### src/rtl/uart_rx_fifo_if.sv
// uart_rx_fifo_if: show-ahead read port between the receive FIFO and the core
interface uart_rx_fifo_if;
    logic       uart_rdreq;
    logic       uart_empty;
    logic       uart_full;
    logic [7:0] uart_in;
    modport master (output uart_rdreq, input uart_empty, input uart_full, input uart_in);
    modport slave  (input uart_rdreq, output uart_empty, output uart_full, output uart_in);
endinterface

### src/rtl/uart_rx_fifo.sv
// uart_rx_fifo: 8N1 UART receiver feeding a show-ahead byte FIFO with overrun/framing pulses
module uart_rx_fifo #(
    parameter int CLKS_PER_BIT = 434,
    parameter int DEPTH_LOG2   = 4
) (
    input  logic           clk,
    input  logic           rst_n,
    input  logic           rxd_i,
    uart_rx_fifo_if.slave  rd,
    output logic           frame_err_o,
    output logic           overrun_o
);
    typedef enum logic [1:0] {IDLE, START, DATA, STOP} state_t;
    localparam int CW    = $clog2(CLKS_PER_BIT);
    localparam int DEPTH = 1 << DEPTH_LOG2;
    logic                rxd_m_q, rxd_s_q, rxd_p_q;
    state_t              state_q, state_d;
    logic [CW-1:0]       cnt_q, cnt_d;
    logic [2:0]          bi_q, bi_d;
    logic [7:0]          sh_q, sh_d;
    logic                push, ferr;
    logic [7:0]          mem_q [DEPTH];
    logic [DEPTH_LOG2:0] wr_q, rd_q;
    logic                empty, full, pop, wr_en;
    logic                frame_err_q, overrun_q;
    // rxd_p_q holds the previous synchronised level so IDLE only starts on a real 1->0 edge
    always_ff @(posedge clk or negedge rst_n) begin
        if (!rst_n) begin
            rxd_m_q <= 1'b1;
            rxd_s_q <= 1'b1;
            rxd_p_q <= 1'b1;
        end else begin
            rxd_m_q <= rxd_i;
            rxd_s_q <= rxd_m_q;
            rxd_p_q <= rxd_s_q;
        end
    end
    always_ff @(posedge clk or negedge rst_n) begin
        if (!rst_n) begin
            state_q <= IDLE;
            cnt_q   <= '0;
            bi_q    <= '0;
            sh_q    <= '0;
        end else begin
            state_q <= state_d;
            cnt_q   <= cnt_d;
            bi_q    <= bi_d;
            sh_q    <= sh_d;
        end
    end
    always_comb begin
        state_d = state_q;
        cnt_d   = cnt_q + 1'b1;
        bi_d    = bi_q;
        sh_d    = sh_q;
        push    = 1'b0;
        ferr    = 1'b0;
        case (state_q)
            IDLE: begin
                cnt_d = '0;
                if (!rxd_s_q && rxd_p_q) state_d = START;
            end
            START: if (cnt_q == CW'(CLKS_PER_BIT / 2 - 1)) begin
                cnt_d   = '0;
                bi_d    = '0;
                state_d = rxd_s_q ? IDLE : DATA;
            end
            DATA: if (cnt_q == CW'(CLKS_PER_BIT - 1)) begin
                cnt_d       = '0;
                sh_d[bi_q]  = rxd_s_q;
                bi_d        = bi_q + 3'd1;
                state_d     = (bi_q == 3'd7) ? STOP : DATA;
            end
            STOP: if (cnt_q == CW'(CLKS_PER_BIT - 1)) begin
                cnt_d   = '0;
                state_d = IDLE;
                push    = rxd_s_q;
                ferr    = !rxd_s_q;
            end
            default: state_d = IDLE;
        endcase
    end
    assign empty = wr_q == rd_q;
    assign full  = (wr_q[DEPTH_LOG2] != rd_q[DEPTH_LOG2]) &&
                   (wr_q[DEPTH_LOG2-1:0] == rd_q[DEPTH_LOG2-1:0]);
    assign pop   = rd.uart_rdreq && !empty;
    // a pop in the same edge frees the slot, so a full FIFO still accepts the byte
    assign wr_en = push && (!full || pop);
    always_ff @(posedge clk or negedge rst_n) begin
        if (!rst_n) begin
            for (int i = 0; i < DEPTH; i++) mem_q[i] <= '0;
            wr_q        <= '0;
            rd_q        <= '0;
            frame_err_q <= 1'b0;
            overrun_q   <= 1'b0;
        end else begin
            if (wr_en) mem_q[wr_q[DEPTH_LOG2-1:0]] <= sh_q;
            wr_q        <= wr_en ? wr_q + 1'b1 : wr_q;
            rd_q        <= pop ? rd_q + 1'b1 : rd_q;
            frame_err_q <= ferr;
            overrun_q   <= push && full && !pop;
        end
    end
    assign rd.uart_empty = empty;
    assign rd.uart_full  = full;
    assign rd.uart_in    = mem_q[rd_q[DEPTH_LOG2-1:0]];
    assign frame_err_o   = frame_err_q;
    assign overrun_o     = overrun_q;
endmodule

### src/flat_wrapper.sv
// flat-port wrapper written by rule: the top's interface ports become plain ports
module uart_rx_fifo_flat 
#(
    parameter int CLKS_PER_BIT = 434,
    parameter int DEPTH_LOG2   = 4
)
  (clk, rst_n, rxd_i, frame_err_o, overrun_o, rd_uart_rdreq, rd_uart_empty, rd_uart_full, rd_uart_in);
  uart_rx_fifo_if rd_i ();
  input  logic clk;
  input  logic rst_n;
  input  logic rxd_i;
  output logic frame_err_o;
  output logic overrun_o;
  input wire logic [$bits(rd_i.uart_rdreq)-1:0] rd_uart_rdreq;
  output wire logic [$bits(rd_i.uart_empty)-1:0] rd_uart_empty;
  output wire logic [$bits(rd_i.uart_full)-1:0] rd_uart_full;
  output wire logic [$bits(rd_i.uart_in)-1:0] rd_uart_in;
  assign rd_i.uart_rdreq = rd_uart_rdreq;
  assign rd_uart_empty = rd_i.uart_empty;
  assign rd_uart_full = rd_i.uart_full;
  assign rd_uart_in = rd_i.uart_in;
  uart_rx_fifo #(.CLKS_PER_BIT(CLKS_PER_BIT), .DEPTH_LOG2(DEPTH_LOG2)) u_core (.clk(clk), .rst_n(rst_n), .rxd_i(rxd_i), .rd(rd_i), .frame_err_o(frame_err_o), .overrun_o(overrun_o));
endmodule
### config.mk
export PLATFORM = sky130hd
export DESIGN_NAME = uart_rx_fifo_flat
export DESIGN_NICKNAME = d
export VERILOG_FILES = /design/src/rtl/uart_rx_fifo_if.sv /design/src/rtl/uart_rx_fifo.sv /design/src/flat_wrapper.sv
export SDC_FILE = /design/constraint.sdc
export NUM_CORES = 1
export LEC_CHECK = 0
export ABC_AREA = 1
export CORE_MARGIN = 3
export CORE_UTILIZATION = 40
export CTS_CLUSTER_SIZE = 12
export DETAILED_ROUTE_END_ITERATION = 10
export MAX_ROUTING_LAYER = met4
export PLACE_DENSITY_LB_ADDON = 0.12
export SYNTH_ARGS = -nofsm -noshare
export SYNTH_HDL_FRONTEND = slang
export SYNTH_SLANG_ARGS = --single-unit
### constraint.sdc
create_clock -name clk -period 2.8 [get_ports clk]
set_input_delay 0.56 -clock clk [delete_from_list [all_inputs] [get_ports clk]]
set_output_delay 0.56 -clock clk [all_outputs]
set_load 0.01 [all_outputs]
==> results of run 1 <==
layer usage:
| metal | up-vias | GRT usage (%) | wire length [um] |
|---|---|---|---|
| met5 | - | - | 0 |
| met2 | 220 | 33.8 | 11500 |
| met3 | 34 | 4.52 | 1510 |
| met4 | 0 | 5.56 | 425 |
| met1 | 3656 | 32.7 | 12100 |
| li1 | 3654 | - | - |
synthesized netlist by cell type:
master and count:
nor2_1 121, a21oi_1 3, xor2_1 8, nand3_2 4, clkinv_1 1, and3_1 1
nand3_1 37, clkbuf_1 29, nand3_4 10, ha_1 14, o22ai_1 16, xnor2_1 4
inv_1 36, buf_1 11, dfrtp_1 162, nand3b_1 1, inv_2 1, nand2_1 343
o211ai_1 16, nor3_1 7, nor3_4 1, buf_6 2, nand4_1 130, buf_4 15
nor3b_1 2, nand2_2 1, o21ai_0 78, dfstp_2 3, buf_2 15
path summary, 6_finish.rpt:
kind / to / slack [ns]
max: rd_uart_in[7] / -0.05
max reg2reg: u_core.mem_q[49]$_DFFE_PN0P_ / 0.60
min in group clk: u_core.rxd_p_q$_DFF_PN1_ / 0.37
max in group asynchronous: u_core.mem_q[75]$_DFFE_PN0P_ / 2.01
min: u_core.mem_q[121]$_DFFE_PN0P_ / 0.07
min reg2reg: u_core.rxd_p_q$_DFF_PN1_ / 0.37
sequential cells by signal, indices dropped and copies added, names as in the netlist, 3 cells and up, named ones only:
signal / flops
u_core.mem_q: 128
u_core.wr_q: 5
u_core.rd_q: 5
u_core.bi_q: 3
u_core.sh_q: 8
u_core.cnt_q: 9
logic make-up after synthesis:
family / Yosys count / share of synthesized area [%]
simple gates: 658 / 35.4
compound gates: 113 / 7.29
fa+ha+maj: 14 / 2.04
buf+inv: 110 / 5.86
flops: 165 / 48.1
xor+xnor: 12 / 1.22
power by group through the flow:
| stage | combinational, mW | sequential (mW) | clock [mW] |
|---|---|---|---|
| 3_5_place_dp | 2.43 | 2.56 | 0 |
| 5_1_grt | 2.82 | 2.54 | 2.68 |
| 4_1_cts | 2.47 | 2.52 | 2.58 |
| 6_report | 2.54 | 2.53 | 2.55 |
| 3_3_place_gp | 2.44 | 2.56 | 0 |
| 2_1_floorplan | 1.48 | 2.55 | 0 |
through the flow:
| stage | cells | setup TNS [ns] | total power [mW] | hold slack, ns |
|---|---|---|---|---|
| final | 1362 | -0.113 | 7.62 | 0.0692 |
| after global routing | 1362 | -0.435 | 8.04 | 0.0919 |
| after CTS | 1362 | -0.255 | 7.57 | 0.0841 |
| after detailed placement | 1329 | 0 | 4.99 | 0.352 |
| after global placement | 1329 | 0 | 5.00 | 0.347 |
| after floorplan | 1072 | 0 | 4.03 | 0.264 |
worst max-delay path: stages (launching register included):
cell and delay, ns:
dfrtp_2 0.45, inv_2 0.13, buf_12 0.17, nor2_1 0.05
o211ai_1 0.24, nand3_1 0.18, nand3_1 0.11, clkdlybuf4s50_1 0.54
cell type report:
class	count	share of cell area, %
flip-flops and latches	165	42.0
clock buffers	21	4.58
repair buffers	60	6.39
multi-input cells	797	40.3
inverters	38	1.49
well taps	270	3.43
clock inverters	11	1.79
timing repair:
item | 4_1_cts | 5_1_grt
setup endpoints to repair | 10 | 9
pin swaps | 0 | 6
setup buffers | 1 | 0
hold endpoints to repair | 0 | 0
gates resized for setup | 13 | 21
==> out/results.ini, run 1 <==
[timing]
fin_crit_ns = 2.85
skew_ns = 0.0129
hold_viol = 0
fmax_ghz = 0.351
fin_crit_sh_pct = 102
rsz0062_at_grt = yes
report.final.slew_viol_count = 0
finalWorstSetupSlack_ns = -0.0498
setup_viol = 3
slew_headroom_pct = 27.4
tightest_slew_ns = 1.09

[layout]
fin_nets = 1097
ff_latch_area_um2 = 4140
utilization_pct = 47.7
fillers = 2032
multi_input_area_um2 = 3960
layout-drive-gt1-share_pct = 9.52
final_cell_area_um2 = 9840
areaGrowthSynthToFinish_pct = 14.6
layout_commonest_cell = nand2_1
antenna_cells = 0
mostFrequentLayoutCells = 343 x nand2_1, 160 x dfrtp_1, 130 x nand4_1, 119 x nor2_1, 73 x o21ai_0

[floorplan]
pin_count = 16
initial_utilization_pct = 41.6
row_count = 52
fp.coreArea_um2 = 20600
die_x_um = 152
dieArea_um2 = 23300
die_h_um = 152

[job]
cap_violations = 0

[cts]
hold_buffers = 0
cts_tree = done
cts_num_sinks = 165
root_buffer = clkbuf_16
clockBufferDepth = 2
cts-htree-levels = 4
clkLatencyLatePin_ns = 0.43
cts_buffers = 17
clkTransAtPathRegs_ns = 0.07

[worst_setup_path]
cp.required_ns = 2.24
start_kind = register
path_class = reg -> out
regToRegStartpoint = u_core.cnt_q[1]$_DFF_PN0_
startpoint = u_core.rd_q[0]$_DFFE_PN0P_
critPathCaptureType = primary output
crit_fanout = 22
worstRegToRegCells = 11
worstPathArrival_ns = 2.29

[grt]
grt.overflow.total = 0
track_usage_pct = 22.9
antenna_found_initial = 0
grt_pass1_wl_um = 41700
grt_pass1_vias = 7282
grt_max_degree = 53

[detailed_routing]
drc = 0
viasPerCell = 5.55
wl_per_cell_um = 18.8
ant_nets = 0
via_count = 7564
drt_iter0_markers = 470
drtPass1Iterations = 5
postRouteWirelength_um = 25600

[placed_design]
dp_hpwl_um = 16300
place_area_um2 = 9120
gp_congestion = 0.843
numPortBuffers = 15
pre_cts_ws_ns = 0.226

[power]
power.leakage_nw = 4.84
p_int_mw = 4.94
power_density_nw_per_um2 = 775
combPwrFrac_pct = 33.3
peakVddDrop_v = 0.000425
seqPwrFrac_pct = 33.3
clockPowerShare_pct = 33.4
power.switching_mw = 2.68
sw_frac_of_total_pct = 35.1

[run_status]
status = finished with violations
violations = negative setup slack

[yosys]
yosysTopAreaCell = dfrtp_1
synth_fp_nets = 1090
ys_top_cells_by_area = dfrtp_1 47%, nand2_1 15%, nand4_1 9.5%
syn-cell-area_um2 = 8580
yosysWarnings = 0
synth_top_area_share_pct = 47.2
ys_ff_latch = 165
syn_inst = 1072
yosysSeqAreaShare_pct = 48.1
avgSynthCellArea_um2 = 8.01
ys_types = 29

[min_path]
min_path_type = in -> async

No activity file was read; power rests on OpenSTA's default activity.
==> inputs of run 2 (changes only) <==
--- a/config.mk
+++ b/config.mk
@@ -10,6 +10,7 @@
 export CORE_UTILIZATION = 40
 export CTS_CLUSTER_SIZE = 12
 export DETAILED_ROUTE_END_ITERATION = 10
+export DONT_BUFFER_PORTS = 1
 export MAX_ROUTING_LAYER = met4
 export PLACE_DENSITY_LB_ADDON = 0.12
 export SYNTH_ARGS = -nofsm -noshare
==> constraint.sdc (replaced) <==
create_clock -name clk -period 2.8 [get_ports clk]
set_input_delay 0.28 -clock clk [delete_from_list [all_inputs] [get_ports clk]]
set_output_delay 0.28 -clock clk [all_outputs]
set_load 0.01 [all_outputs]
==> out/results.ini, run 2 (synthesis gave the netlist of run 1 again) <==
[timing]
setup_viol = 0  ; -3
tightest_slew_ns = 1.08  ; -0.00786 ns
fin_crit_ns = 2.59  ; -0.262 ns
fin_crit_sh_pct = 92.4  ; -9.3 points
report.final.slew_viol_count = 0  ; unchanged
finalWorstSetupSlack_ns = 0.212  ; +0.262 ns
worst_hold_slack_ns = -0.451  ; -0.520 ns
rsz0062_at_grt = no
fmax_ghz = 0.386  ; +10%
hold_viol = 165  ; +165
slew_headroom_pct = 28.0  ; +0.52 points
tns_ns = 0  ; +0.113 ns
skew_ns = 0.00822  ; -0.00468 ns

[worst_setup_path]
path_class = reg -> out
start_kind = register
path_buf_inv = 2  ; -1
crit_chain = inv_2, buf_4, o21ai_0, o211ai_1, nand3_1, nand3_1
worstPathArrival_ns = 2.31  ; +0.02 ns
critPathCaptureType = primary output
slowest_stage = dfrtp_2
crit_fanout = 33  ; +50%
crit_family = compound AO/OA/AOI/OAI gates
r2r_slack_ns = 0.57  ; -0.03 ns
cp.required_ns = 2.52  ; +0.28 ns
crit_path_frequent_cell = nand3_1
crit_path_max_incr_delay_ns = 0.58  ; +0.04 ns

[detailed_routing]
postRouteWirelength_um = 25000  ; -2.4%
ant_nets = 0  ; unchanged
drt-met1-wl_um = 12000  ; -1.3%
top_layer = met4
viasPerCell = 5.55  ; about the same
wl_met2_um = 11100  ; -3.1%
via_count = 7381  ; -2.4%
drt_iter0_markers = 620  ; +32%
drc = 0  ; unchanged
wl_per_cell_um = 18.8  ; about the same
wl_met3_um = 1430  ; -5.2%
drtPass1Iterations = 5  ; unchanged

[placed_design]
gp_congestion = 0.828  ; -1.8%
dp_hpwl_um = 15400  ; -5.7%
pre_cts_ws_ns = 0.599  ; +0.373 ns
numPortBuffers = 0  ; -15

[layout]
antenna_cells = 0  ; unchanged
layout_commonest_cell = nand2_1
layout-drive-gt1-share_pct = 7.55  ; -2.0 points
areaGrowthSynthToFinish_pct = 9.42
largest_register_ffs = 128  ; unchanged
mostFrequentLayoutCells = 343 x nand2_1, 161 x dfrtp_1, 130 x nand4_1, 121 x nor2_1, 78 x o21ai_0
fin_nets = 1065  ; -2.9%
top_register = u_core.mem_q
largest_registers = u_core.mem_q x128, u_core.cnt_q x9, u_core.sh_q x8

[power]
power.leakage_nw = 4.63  ; -4.5%
peakVddDrop_v = 0.000349  ; -18%
power_density_nw_per_um2 = 733  ; -5.4%

[floorplan]
row_count = 52  ; unchanged
dieArea_um2 = 23300  ; unchanged
die_h_um = 152  ; unchanged
pin_count = 16  ; unchanged
initial_utilization_pct = 41.6  ; unchanged
fp.coreArea_um2 = 20600  ; unchanged
die_x_um = 152  ; unchanged

[cts]
cts_tree = done
cts_buffers = 17  ; unchanged
ctsResizeCount = 0  ; -13
cts_num_sinks = 165  ; unchanged
root_buffer = clkbuf_16
clkLatencyLatePin_ns = 0.43  ; about the same
cts_setup_buffers = 0  ; -1
hold_buffers = 2  ; +2
cts-htree-levels = 4  ; unchanged
clkTransAtPathRegs_ns = 0.07  ; about the same
clockBufferDepth = 2  ; unchanged

[grt]
antenna_found_initial = 0  ; unchanged
grt_max_degree = 166  ; +210%
grt_pass1_wl_um = 40900  ; -1.9%
grt_pass1_vias = 7046  ; -3.2%
track_usage_pct = 22.4  ; -0.49 points
grt.overflow.total = 0  ; unchanged

[run_status]
violations = negative hold slack
status = finished with violations

[job]
cap_violations = 0  ; unchanged

[min_path]
min_path_type = in -> async

-- run 2: cell types whose count changed in the layout (fill, tap and decap cells not counted), sizes merged --
cell           previous run  this run
clkdlybuf4s50             9         0
inv                      36        41
buf                      46        26
dlygate4sd3               0         2
dlygate4sd2               3         0
clkinv                    7         8
bufinv                    4         0
clkdlybuf4s15             1         0
clkbuf                   22        19
-- run 2: final cells by class --
| type | instances | area (um^2) |
|---|---|---|
| clock buffer | 19 | 453 |
| multi-input combinational | 797 | 3950 |
| timing repair buffer | 28 | 278 |
| fill | 2081 | 11200 |
| tap | 270 | 338 |
| sequential | 165 | 4130 |
| clock inverter | 13 | 98.8 |
| inverter | 38 | 143 |
-- run 2: worst paths after layout --
path | startpoint | end | depth (start not counted)
max in group asynchronous | rst_n | u_core.rxd_s_q$_DFF_PN1_ | 0
setup reg to reg | u_core.cnt_q[1]$_DFF_PN0_ | u_core.mem_q[102]$_DFFE_PN0P_ | 11
setup / recovery | u_core.rd_q[0]$_DFFE_PN0P_ | rd_uart_in[3] | 6
hold reg to reg | u_core.rxd_m_q$_DFF_PN1_ | u_core.rxd_s_q$_DFF_PN1_ | 0
hold / removal | rst_n | u_core.mem_q[114]$_DFFE_PN0P_ | 0
min in group clk | rd_uart_rdreq | u_core.overrun_o$_DFF_PN0_ | 2
-- run 2: routing by layer --
layer | vias to the layer above | GRT usage [%]
met5 | - | -
met4 | 0 | 5.81
met3 | 32 | 3.95
met2 | 220 | 32.1
met1 | 3550 | 32.9
li1 | 3579 | -
-- run 2: per-stage QoR --
step / area [um^2] / power, mW / utilization, % / hold WS [ns] / cells
2_1_floorplan: 8580 / 4.03 / - / -0.0156 / 1072
3_3_place_gp: 8820 / 4.69 / 42.8 / -0.00605 / 1296
3_5_place_dp: 8820 / 4.69 / 42.8 / -0.00658 / 1296
4_1_cts: 9390 / 6.93 / 45.5 / -0.469 / 1330
5_1_grt: 9390 / 7.33 / 45.5 / -0.476 / 1330
6_report: 9390 / 6.88 / 45.5 / -0.451 / 1330
-- run 2: report_power, final --
group	switching [mW]	internal, mW	total (mW)
combinational	1.44	0.645	2.09
clock	1.04	1.19	2.23
sequential	0.117	2.44	2.56
